--- src/rtl/quad_wr_burst_arbiter.sv ---
// quad_wr_burst_arbiter: round-robin burst arbiter sharing one DDR write port among four quadrant channels
module quad_wr_burst_arbiter #(
  parameter int H_SIZE    = 960,
  parameter int V_SIZE    = 540,
  parameter int BURST_LEN = 64,
  parameter int LVL_W     = 11,
  parameter int ADDR_W    = 28
)(
  input  logic              I_clk,
  input  logic              I_rst_n,
  input  logic [3:0]        I_ch_vs,
  input  logic [4*LVL_W-1:0] I_ch_level,
  input  logic [127:0]      I_ch_data,
  output logic [3:0]        O_ch_rd_en,
  output logic              O_wr_req,
  input  logic              I_wr_ack,
  output logic [ADDR_W-1:0] O_wr_addr,
  output logic [7:0]        O_wr_len,
  input  logic              I_wr_data_req,
  output logic [31:0]       O_wr_data,
  input  logic              I_wr_done,
  output logic [1:0]        O_grant,
  output logic              O_busy
);
  localparam int XW = $clog2(H_SIZE + 1);
  localparam int YW = $clog2(V_SIZE);
  localparam int BW = $clog2(BURST_LEN + 1);
  typedef enum logic [1:0] {ARB, REQ, DATA, DONE} state_t;
  state_t state, state_nx;
  logic [1:0] last_grant, grant, cand, idx;
  logic [XW-1:0] x [4];
  logic [YW-1:0] y [4];
  logic [3:0] vs_q, vs_pend, rise;
  logic [BW-1:0] beat;
  logic [ADDR_W-1:0] addr, addr_nx;
  logic found, pop, burst_full;
  assign rise = I_ch_vs & ~vs_q;
  assign pop = state == DATA && I_wr_data_req && beat < BW'(BURST_LEN);
  assign burst_full = beat + BW'(pop) == BW'(BURST_LEN);
  // Walk backwards so the channel nearest after last_grant wins
  always_comb begin
    found = 1'b0;
    cand = last_grant;
    idx = '0;
    for (int k = 4; k >= 1; k--) begin
      idx = last_grant + 2'(k);
      if (I_ch_level[idx*LVL_W +: LVL_W] >= LVL_W'(BURST_LEN)) begin
        found = 1'b1;
        cand = idx;
      end
    end
    addr_nx = ADDR_W'(cand[1] ? V_SIZE * 2 * H_SIZE : 0) + ADDR_W'(cand[0] ? H_SIZE : 0)
            + ADDR_W'(y[cand]) * ADDR_W'(2 * H_SIZE) + ADDR_W'(x[cand]);
  end
  always_ff @(posedge I_clk or negedge I_rst_n)
    if (!I_rst_n) state <= ARB;
    else state <= state_nx;
  always_comb begin
    state_nx = state;
    unique case (state)
      ARB:     state_nx = found ? REQ : ARB;
      REQ:     state_nx = I_wr_ack ? DATA : REQ;
      DATA:    state_nx = I_wr_done && burst_full ? DONE : DATA;
      default: state_nx = ARB;
    endcase
    O_wr_req = state == REQ;
    O_busy = state != ARB;
    O_ch_rd_en = pop ? 4'(1) << grant : '0;
    O_wr_data = state == DATA ? I_ch_data[grant*32 +: 32] : '0;
    O_wr_len = 8'(BURST_LEN);
    O_grant = grant;
    O_wr_addr = addr;
  end
  always_ff @(posedge I_clk or negedge I_rst_n)
    if (!I_rst_n) begin
      last_grant <= 2'd3;
      grant <= '0;
      addr <= '0;
      beat <= '0;
      vs_q <= '0;
      vs_pend <= '0;
      for (int n = 0; n < 4; n++) begin
        x[n] <= '0;
        y[n] <= '0;
      end
    end else begin
      vs_q <= I_ch_vs;
      beat <= state == DATA ? beat + BW'(pop) : '0;
      if (state == ARB && found) begin
        grant <= cand;
        addr <= addr_nx;
      end
      if (state == DONE) last_grant <= grant;
      // A frame sync on the channel in flight is deferred until its burst retires
      for (int n = 0; n < 4; n++)
        if (state == DONE && grant == 2'(n)) begin
          vs_pend[n] <= rise[n];
          if (vs_pend[n]) begin
            x[n] <= '0;
            y[n] <= '0;
          end else if (x[n] == XW'(H_SIZE - BURST_LEN)) begin
            x[n] <= '0;
            y[n] <= y[n] == YW'(V_SIZE - 1) ? '0 : y[n] + YW'(1);
          end else x[n] <= x[n] + XW'(BURST_LEN);
        end else if (rise[n]) begin
          if (state != ARB && grant == 2'(n)) vs_pend[n] <= 1'b1;
          else begin
            x[n] <= '0;
            y[n] <= '0;
          end
        end
    end
endmodule

--- config.mk ---
export PLATFORM = sky130hd
export DESIGN_NAME = quad_wr_burst_arbiter
export DESIGN_NICKNAME = d
export VERILOG_FILES = /design/src/rtl/quad_wr_burst_arbiter.sv
export SDC_FILE = /design/constraint.sdc
export NUM_CORES = 1
export LEC_CHECK = 0
export CAP_MARGIN = 20
export CORE_AREA = 2 2 174 159
export DETAILED_ROUTE_END_ITERATION = 16
export DIE_AREA = 0 0 176 161
export SKIP_CTS_REPAIR_TIMING = 1
export SYNTH_ARGS = -nofsm -noshare
export SYNTH_HDL_FRONTEND = slang
export SYNTH_SLANG_ARGS = --single-unit
--- constraint.sdc ---
create_clock -name I_clk -period 14 [get_ports I_clk]
set_clock_uncertainty 0.1 [all_clocks]
set_input_delay 3.5 -clock I_clk [delete_from_list [all_inputs] [get_ports I_clk]]
set_output_delay 3.5 -clock I_clk [all_outputs]
set_load 0.01 [all_outputs]
==> impl_metrics.csv, run 1 <==
group,metric,value,unit
critical_path,worst-r2r-cell-count,26,
detailed_routing,drt_iter0_drcs,336,
critical_path,path_class,"primary input to flip-flop",
logic_synthesis,netlist_area,0.00783,mm^2
logic_synthesis,synth.avg_cell_area,9.47,um^2
timing,rsz0062_at_grt,"false",
timing,post-route-worst-setup-slack,3.45,ns
critical_path,reg2reg_to,"O_wr_addr[21]$_DFFE_PN0P_",
logic_synthesis,number_of_standard_cells_after_synthesis,827,
logic_synthesis,number_of_enable_flip_flop_cells_after_synthesis,0,
layout,final_net_count,1290,
placed_design,port_buffers,213,
clocking,htree_levels,3,
critical_path,reg2reg_slack,7.25,ns
logic_synthesis,synthesis_warning_total,0,
placed_design,gp_congestion,0.828,
logic_synthesis,ys_ff_latch,94,
detailed_routing,drt-pass1-iter-count,4,
grt,number_of_antenna_violations_at_the_first_check_in_global_routing,2,
detailed_routing,detail_route.vias_per_cell,4.89,
grt,overflow,0,
clocking,cts_root_buffer,"clkbuf_16",
logic_synthesis,synth_area_leaders,"dfrtp_1, ha_1, mux4_2",
layout,area_occupied_by_multi_input_gates,0.00511,mm^2
timing,timing.final.crit_share,75.4,%
detailed_routing,drc,0,
placed_design,detailedPlace.worstSlack,3.15,ns
logic_synthesis,post-synth-top-area-cell,"dfrtp_1",
timing,hold_viol_final,0,
logic_synthesis,ys_types,68,
floorplan,die_span_in_x,176,um
critical_path,setup.worst_path.end_class,"flip-flop",
timing,final_max_slew_viol_count,0,
timing,finalSetupViolCount,0,
clocking,clkSlewWorstSetupHoldPaths,0.07,ns
critical_path,r2r_start,"last_grant[0]$_DFFE_PN1N_",
job,maxCapViolations,0,
power,cellLeakagePower,4.58,nW
logic_synthesis,asyncSetResetFlopFracSynth,100,%
logic_synthesis,synth_flop_cell,"dfrtp_1",
floorplan,design.portCount,257,
clocking,clock-sinks,94,
timing,finalSetupTns,0,ns
floorplan,start_util,29.4,%
clocking,cts-root-to-sink-buffers,2,
timing,timing.max_slew.rel_slack,34.3,%
outcome,outcome,"finished, final reports clean",
clocking,later_pin_clock_latency_in_the_skew_report,0.37,ns
critical_path,cp_max_fo,25,
timing,worst_slew_pin_slew,0.986,ns
floorplan,row_count,57,
clocking,clock_buffer_count_from_cts,9,
power,power.total,1.44,mW
power,max-vdd-ir-drop,0.0000702,V
detailed_routing,routedWlPerCell,17.1,um
min_path,timing.hold.worst_endpoint,"O_wr_addr[22]$_DFFE_PN0P_",
detailed_routing,vias,6808,
placed_design,hpwl,19000,um
layout,final_layout_size_suffix_gt1_share,9.07,%
min_path,worstHoldPathType,"flip-flop to flip-flop",
logic_synthesis,netlist.area_leader.share,29.4,%
detailed_routing,totalWireLength,23800,um
logic_synthesis,fraction_of_the_yosys_area_taken_by_sequential_cells,30.1,%
floorplan,core_area,0.0266,mm^2
layout,area_growth,34.9,%
grt,grt_pass1_vias,6693,
timing,post-route-min-period,10.55,ns
layout,fillers,2622,
critical_path,critical_path_arrival,10.68,ns
detailed_routing,count_of_nets_left_with_antenna_violations_after_detail_routing,0,
timing,max_freq,0.0948,GHz
min_path,timing.hold.worst.start,"O_wr_addr[22]$_DFFE_PN0P_",
floorplan,die_height,161,um
grt,largest_net_degree_at_the_start_of_global_routing,77,
critical_path,timing.critical_path.from_type,"primary input",
min_path,hold_path_depth,2,
power,p_per_area,136,mW/mm^2
grt,grt_usage,16.8,%
critical_path,critPathRequiredTime,14.13,ns
layout,area.sequential,0.00236,mm^2
floorplan,die_area,0.0283,mm^2
grt,grt_pass1_wl,36900,um
clocking,cts_tree,"yes",
==> cells in the final DEF, fill, tap and decap left out, types with 4 or more instances in the layout <==
cell	count
a21o_1	9
a21oi_1	26
a31oi_1	7
and3_1	16
buf_4	7
clkbuf_16	9
clkdlybuf4s50_1	212
conb_1	19
dfrtp_1	90
fa_1	15
ha_1	63
inv_1	43
mux2_2	8
mux2i_1	17
mux4_2	35
nand2_1	74
nand2b_1	6
nand3_1	24
nand3b_1	4
nand4_1	11
nor2_1	78
nor2b_1	40
nor3_1	8
nor4_1	7
o21ai_0	82
o31ai_1	5
or2_2	8
or3_1	7
xnor2_1	24
xor2_1	18
==> flip-flops by register name, summed over array words and instances, names as in the netlist <==
register and cells:
O_grant 2, O_wr_addr 17, beat 7, last_grant 2, state 2, vs_pend 4, vs_q 4, x 16
y 40
==> power breakdown <==
part	internal [mW]	switching [mW]	leakage, nW
registers	0.314	0.0661	1.25
clock network	0.128	0.129	0.150
logic	0.405	0.398	3.17
==> area by class of cell <==
type	instances	area share, %
Timing Repair Buffer	219	20.6
Clock buffer	9	2.13
Antenna cell	1	0.0237
Multi-Input combinational cell	662	48.3
Tap cell	354	4.19
Sequential cell	94	22.3
Clock inverter	7	0.769
Inverter	45	1.72
==> Yosys cell counts, types with 4 or more instances <==
master / n
dfrtp_1: 92
o21ai_0: 82
nor2_1: 78
nand2_1: 74
ha_1: 63
inv_1: 43
nor2b_1: 40
mux4_2: 35
a21oi_1: 26
nand3_1: 24
xnor2_1: 24
buf_4: 20
xor2_1: 18
mux2i_1: 17
and3_1: 16
clkbuf_1: 15
fa_1: 15
nand4_1: 11
a21o_1: 9
mux2_2: 8
nor3_1: 8
or2_2: 8
a31oi_1: 7
nor4_1: 7
or3_1: 7
nand2b_1: 6
buf_1: 5
o31ai_1: 5
nand3b_1: 4
==> how the worst max path moves through the flow <==
stage | slack [ns] | depth (start not counted) | to | startpoint
2_1_floorplan | 4.08 | 27 | O_wr_addr[21]$_DFFE_PN0P_ | I_ch_level[28]
3_3_place_gp | 3.13 | 28 | O_wr_addr[21]$_DFFE_PN0P_ | I_ch_level[28]
3_5_place_dp | 3.15 | 28 | O_wr_addr[21]$_DFFE_PN0P_ | I_ch_level[28]
4_1_cts | 3.49 | 28 | O_wr_addr[21]$_DFFE_PN0P_ | I_ch_level[28]
5_1_grt | 3.09 | 28 | O_wr_addr[21]$_DFFE_PN0P_ | I_ch_level[28]
6_report | 3.45 | 28 | O_wr_addr[21]$_DFFE_PN0P_ | I_ch_level[28]
==> per-stage QoR <==
| stage | hold slack (ns) | cell area, um^2 | utilization [%] | cells |
|---|---|---|---|---|
| 3_5_place_dp | 0.367 | 10300 | 38.6 | 1374 |
| 4_1_cts | 0.383 | 10600 | 39.7 | 1390 |
| 3_3_place_gp | 0.364 | 10300 | 38.6 | 1374 |
| 2_1_floorplan | 0.360 | 7900 | - | 844 |
| 6_report | 0.379 | 10600 | 39.7 | 1391 |
| 5_1_grt | 0.416 | 10600 | 39.7 | 1390 |
==> worst max-delay path, stage by stage <==
cell	delay (ns)
clkdlybuf4s50_1	0.40
or4_1	0.55
o32a_1	0.31
o211ai_2	0.15
buf_4	0.37
mux2i_1	0.36
nor2_1	0.10
or2_2	0.34
fa_1	0.59
fa_1	0.48
ha_1	0.29
a21o_1	0.17
a21oi_1	0.21
nor2b_1	0.07
o21a_1	0.19
o22ai_1	0.25
inv_1	0.07
a21oi_1	0.18
xnor2_1	0.14
ha_1	0.25
ha_1	0.30
ha_1	0.35
a31o_2	0.25
a21oi_1	0.25
o211ai_1	0.16
a21oi_1	0.17
xnor2_1	0.13
o21ai_0	0.08
==> logic make-up (layout without fill, tap and decap cells) <==
family | after synthesis | count (layout) | share of synthesized area, %
adder cells (fa/ha/maj) | 79 | 79 | 14.0
multiplexers | 64 | 64 | 14.3
flip-flops | 94 | 94 | 30.1
AND/OR/NAND/NOR | 297 | 297 | 18.9
other | 2 | 20 | 0.0959
XOR/XNOR | 43 | 43 | 5.05
AO/OA/AOI/OAI | 160 | 160 | 12.0
buffers and inverters | 88 | 280 | 5.57
==> per-layer routing <==
metal	vias up	part of all wire [%]	track usage, %
met2	190	51	30.5
li1	3323	-	-
met4	2	3.4	6.69
met3	30	6.6	3.48
met5	-	0.042	0
met1	3263	39	19.1
No activity file was read; power rests on OpenSTA's default activity.
==> inputs of run 2 (changes only) <==
clock period = 9.6 ns   (was 14 ns; I/O delays follow)
==> run 2 against run 1 <==
  * Design area rose by 0.54%
  * Largest cell class unchanged
  * Wire length fell by 0.14%
  * Register-to-register slack got worse by 4.1 ns
  * Utilization rose by 0.22 points
==> impl_metrics.csv, run 2 (synthesized netlist as in run 1, its figures left out) <==
group,metric,value,unit
critical_path,critPathRequiredTime,9.72,ns
detailed_routing,drc,0,
critical_path,reg2reg_slack,3.17,ns
grt,number_of_antenna_violations_at_the_first_check_in_global_routing,4,
timing,post-route-min-period,9.01,ns
floorplan,die_area,0.0283,mm^2
min_path,timing.hold.worst.start,"O_wr_addr[14]$_DFFE_PN0P_",
timing,rsz0062_at_grt,"false",
timing,final_max_slew_viol_count,0,
critical_path,path_class,"primary input to flip-flop",
clocking,htree_levels,3,
placed_design,gp_congestion,0.835,
detailed_routing,detail_route.vias_per_cell,4.88,
layout,largest_register_ff_count,40,
critical_path,timing.critical_path.from_type,"primary input",
layout,layout_commonest_cell,"clkdlybuf4s50_1",
detailed_routing,drt-pass1-iter-count,5,
critical_path,cp_max_fo,13,
power,share_seq_of_total_power,26.5,%
job,maxCapViolations,0,
layout,largest-register,"y",
layout,final_net_count,1297,
power,p_per_area,198,mW/mm^2
floorplan,core_area,0.0266,mm^2
layout,final_layout_size_suffix_gt1_share,9.68,%
grt,largest_net_degree_at_the_start_of_global_routing,70,
placed_design,detailedPlace.worstSlack,0.181,ns
layout,design_area,0.0106,mm^2
layout,area_growth,35.7,%
power,power.clock.fraction,17.6,%
clocking,cts-root-to-sink-buffers,2,
clocking,cts_tree,"yes",
timing,timing.final.crit_share,93.8,%
power,max-vdd-ir-drop,0.0000897,V
min_path,hold_path_depth,2,
placed_design,port_buffers,213,
critical_path,r2r_start,"last_grant[0]$_DFFE_PN1N_",
min_path,worstHoldPathType,"flip-flop to flip-flop",
min_path,timing.hold.worst_endpoint,"O_wr_addr[14]$_DFFE_PN0P_",
timing,post-route-worst-setup-slack,0.594,ns
placed_design,hpwl,19400,um
placed_design,dpl_cell_area,0.0103,mm^2
detailed_routing,count_of_nets_left_with_antenna_violations_after_detail_routing,0,
power,power.total,2.10,mW
timing,finalSetupTns,0,ns
detailed_routing,totalWireLength,23800,um
power,p_sw_share,40.8,%
clocking,clock-sinks,94,
critical_path,timing.critical_path.slowest_cell_delay,0.58,ns
critical_path,worst-r2r-cell-count,24,
timing,hold_ws,0.383,ns
floorplan,start_util,29.4,%
detailed_routing,vias,6830,
detailed_routing,drt_iter0_drcs,348,
timing,max_freq,0.111,GHz
power,cellLeakagePower,4.61,nW
layout,final_cell_mix,"clkdlybuf4s50_1, dfrtp_1, o21ai_0",
critical_path,setup.worst_path.end_class,"flip-flop",
power,pwr-share-comb,55.9,%
floorplan,die_span_in_x,176,um
clocking,clock_buffer_count_from_cts,9,
power,power.net_switching,0.858,mW
clocking,clkSlewWorstSetupHoldPaths,0.07,ns
timing,finalSetupViolCount,0,
clocking,later_pin_clock_latency_in_the_skew_report,0.36,ns
grt,grt_pass1_wl,36500,um
power,internal_power,1.24,mW
timing,worst_slew_pin_slew,0.973,ns
grt,grt_pass1_vias,6791,
timing,hold_viol_final,0,
floorplan,row_count,57,
critical_path,worst_path_slowest_cell,"fa_1",
grt,overflow,0,
timing,timing.max_slew.rel_slack,35.1,%
outcome,outcome,"finished, final reports clean",
floorplan,die_height,161,um
critical_path,reg2reg_to,"O_wr_addr[21]$_DFFE_PN0P_",
floorplan,design.portCount,257,
detailed_routing,routedWlPerCell,17.0,um
clocking,cts_root_buffer,"clkbuf_16",
critical_path,critical_path_arrival,9.13,ns
grt,grt_usage,16.5,%
==> run 2: cell types whose count changed in the layout (fill, tap and decap cells not counted) <==
cell / delta
buf_4: +7
diode_2: +2
==> run 2: stage by stage <==
| stage | std cells | utilization [%] |
|---|---|---|
| after floorplan | 844 | - |
| after global placement | 1381 | 38.8 |
| after detailed placement | 1381 | 38.8 |
| after CTS | 1397 | 39.9 |
| after global routing | 1400 | 40.0 |
| final | 1400 | 40.0 |
==> run 2: worst max-delay path by stage <==
stage,startpoint,to,slack [ns]
2_1_floorplan,I_ch_level[28],O_wr_addr[21]$_DFFE_PN0P_,0.78
3_3_place_gp,I_ch_level[28],O_wr_addr[21]$_DFFE_PN0P_,0.21
3_5_place_dp,I_ch_level[28],O_wr_addr[21]$_DFFE_PN0P_,0.18
4_1_cts,I_ch_level[28],O_wr_addr[21]$_DFFE_PN0P_,0.54
5_1_grt,I_ch_level[28],O_wr_addr[19]$_DFFE_PN0P_,0.12
6_report,I_ch_level[28],O_wr_addr[21]$_DFFE_PN0P_,0.59
==> run 2: power groups by stage <==
stage	sequential (mW)	clock (mW)	combinational, mW
after floorplan	0.521	0	0.804
after global placement	0.567	0	1.19
after detailed placement	0.569	0	1.19
after CTS	0.561	0.379	1.20
after global routing	0.570	0.394	1.30
final	0.557	0.370	1.18
==> run 2: final cells by class <==
| class | count | area (um^2) |
|---|---|---|
| well taps | 354 | 443 |
| fillers | 2619 | 16000 |
| clock inverters | 7 | 81.3 |
| flip-flops and latches | 94 | 2360 |
| clock buffers | 9 | 225 |
| repair buffers | 226 | 2230 |
| diodes | 3 | 7.51 |
| multi-input cells | 662 | 5110 |
| inverters | 45 | 181 |
==> run 2: critical path: cells and delay by family <==
kind	cells	cell delay, ns
buffers and inverters	3	0.78
AO/OA/AOI/OAI	12	2.40
AND/OR/NAND/NOR	2	0.61
adder cells (fa/ha/maj)	6	2.25
XOR/XNOR	2	0.27
multiplexers	1	0.41
==> run 2: routing by layer <==
metal  vias up  part of all wire (%)  global-route usage, %
li1       3323                     -                      -
met1      3252                    38                   18.1
met2       211                    50                   29.4
met3        42                   6.2                   3.48
met4         2                   5.7                   9.80
met5         -                 0.046                      0
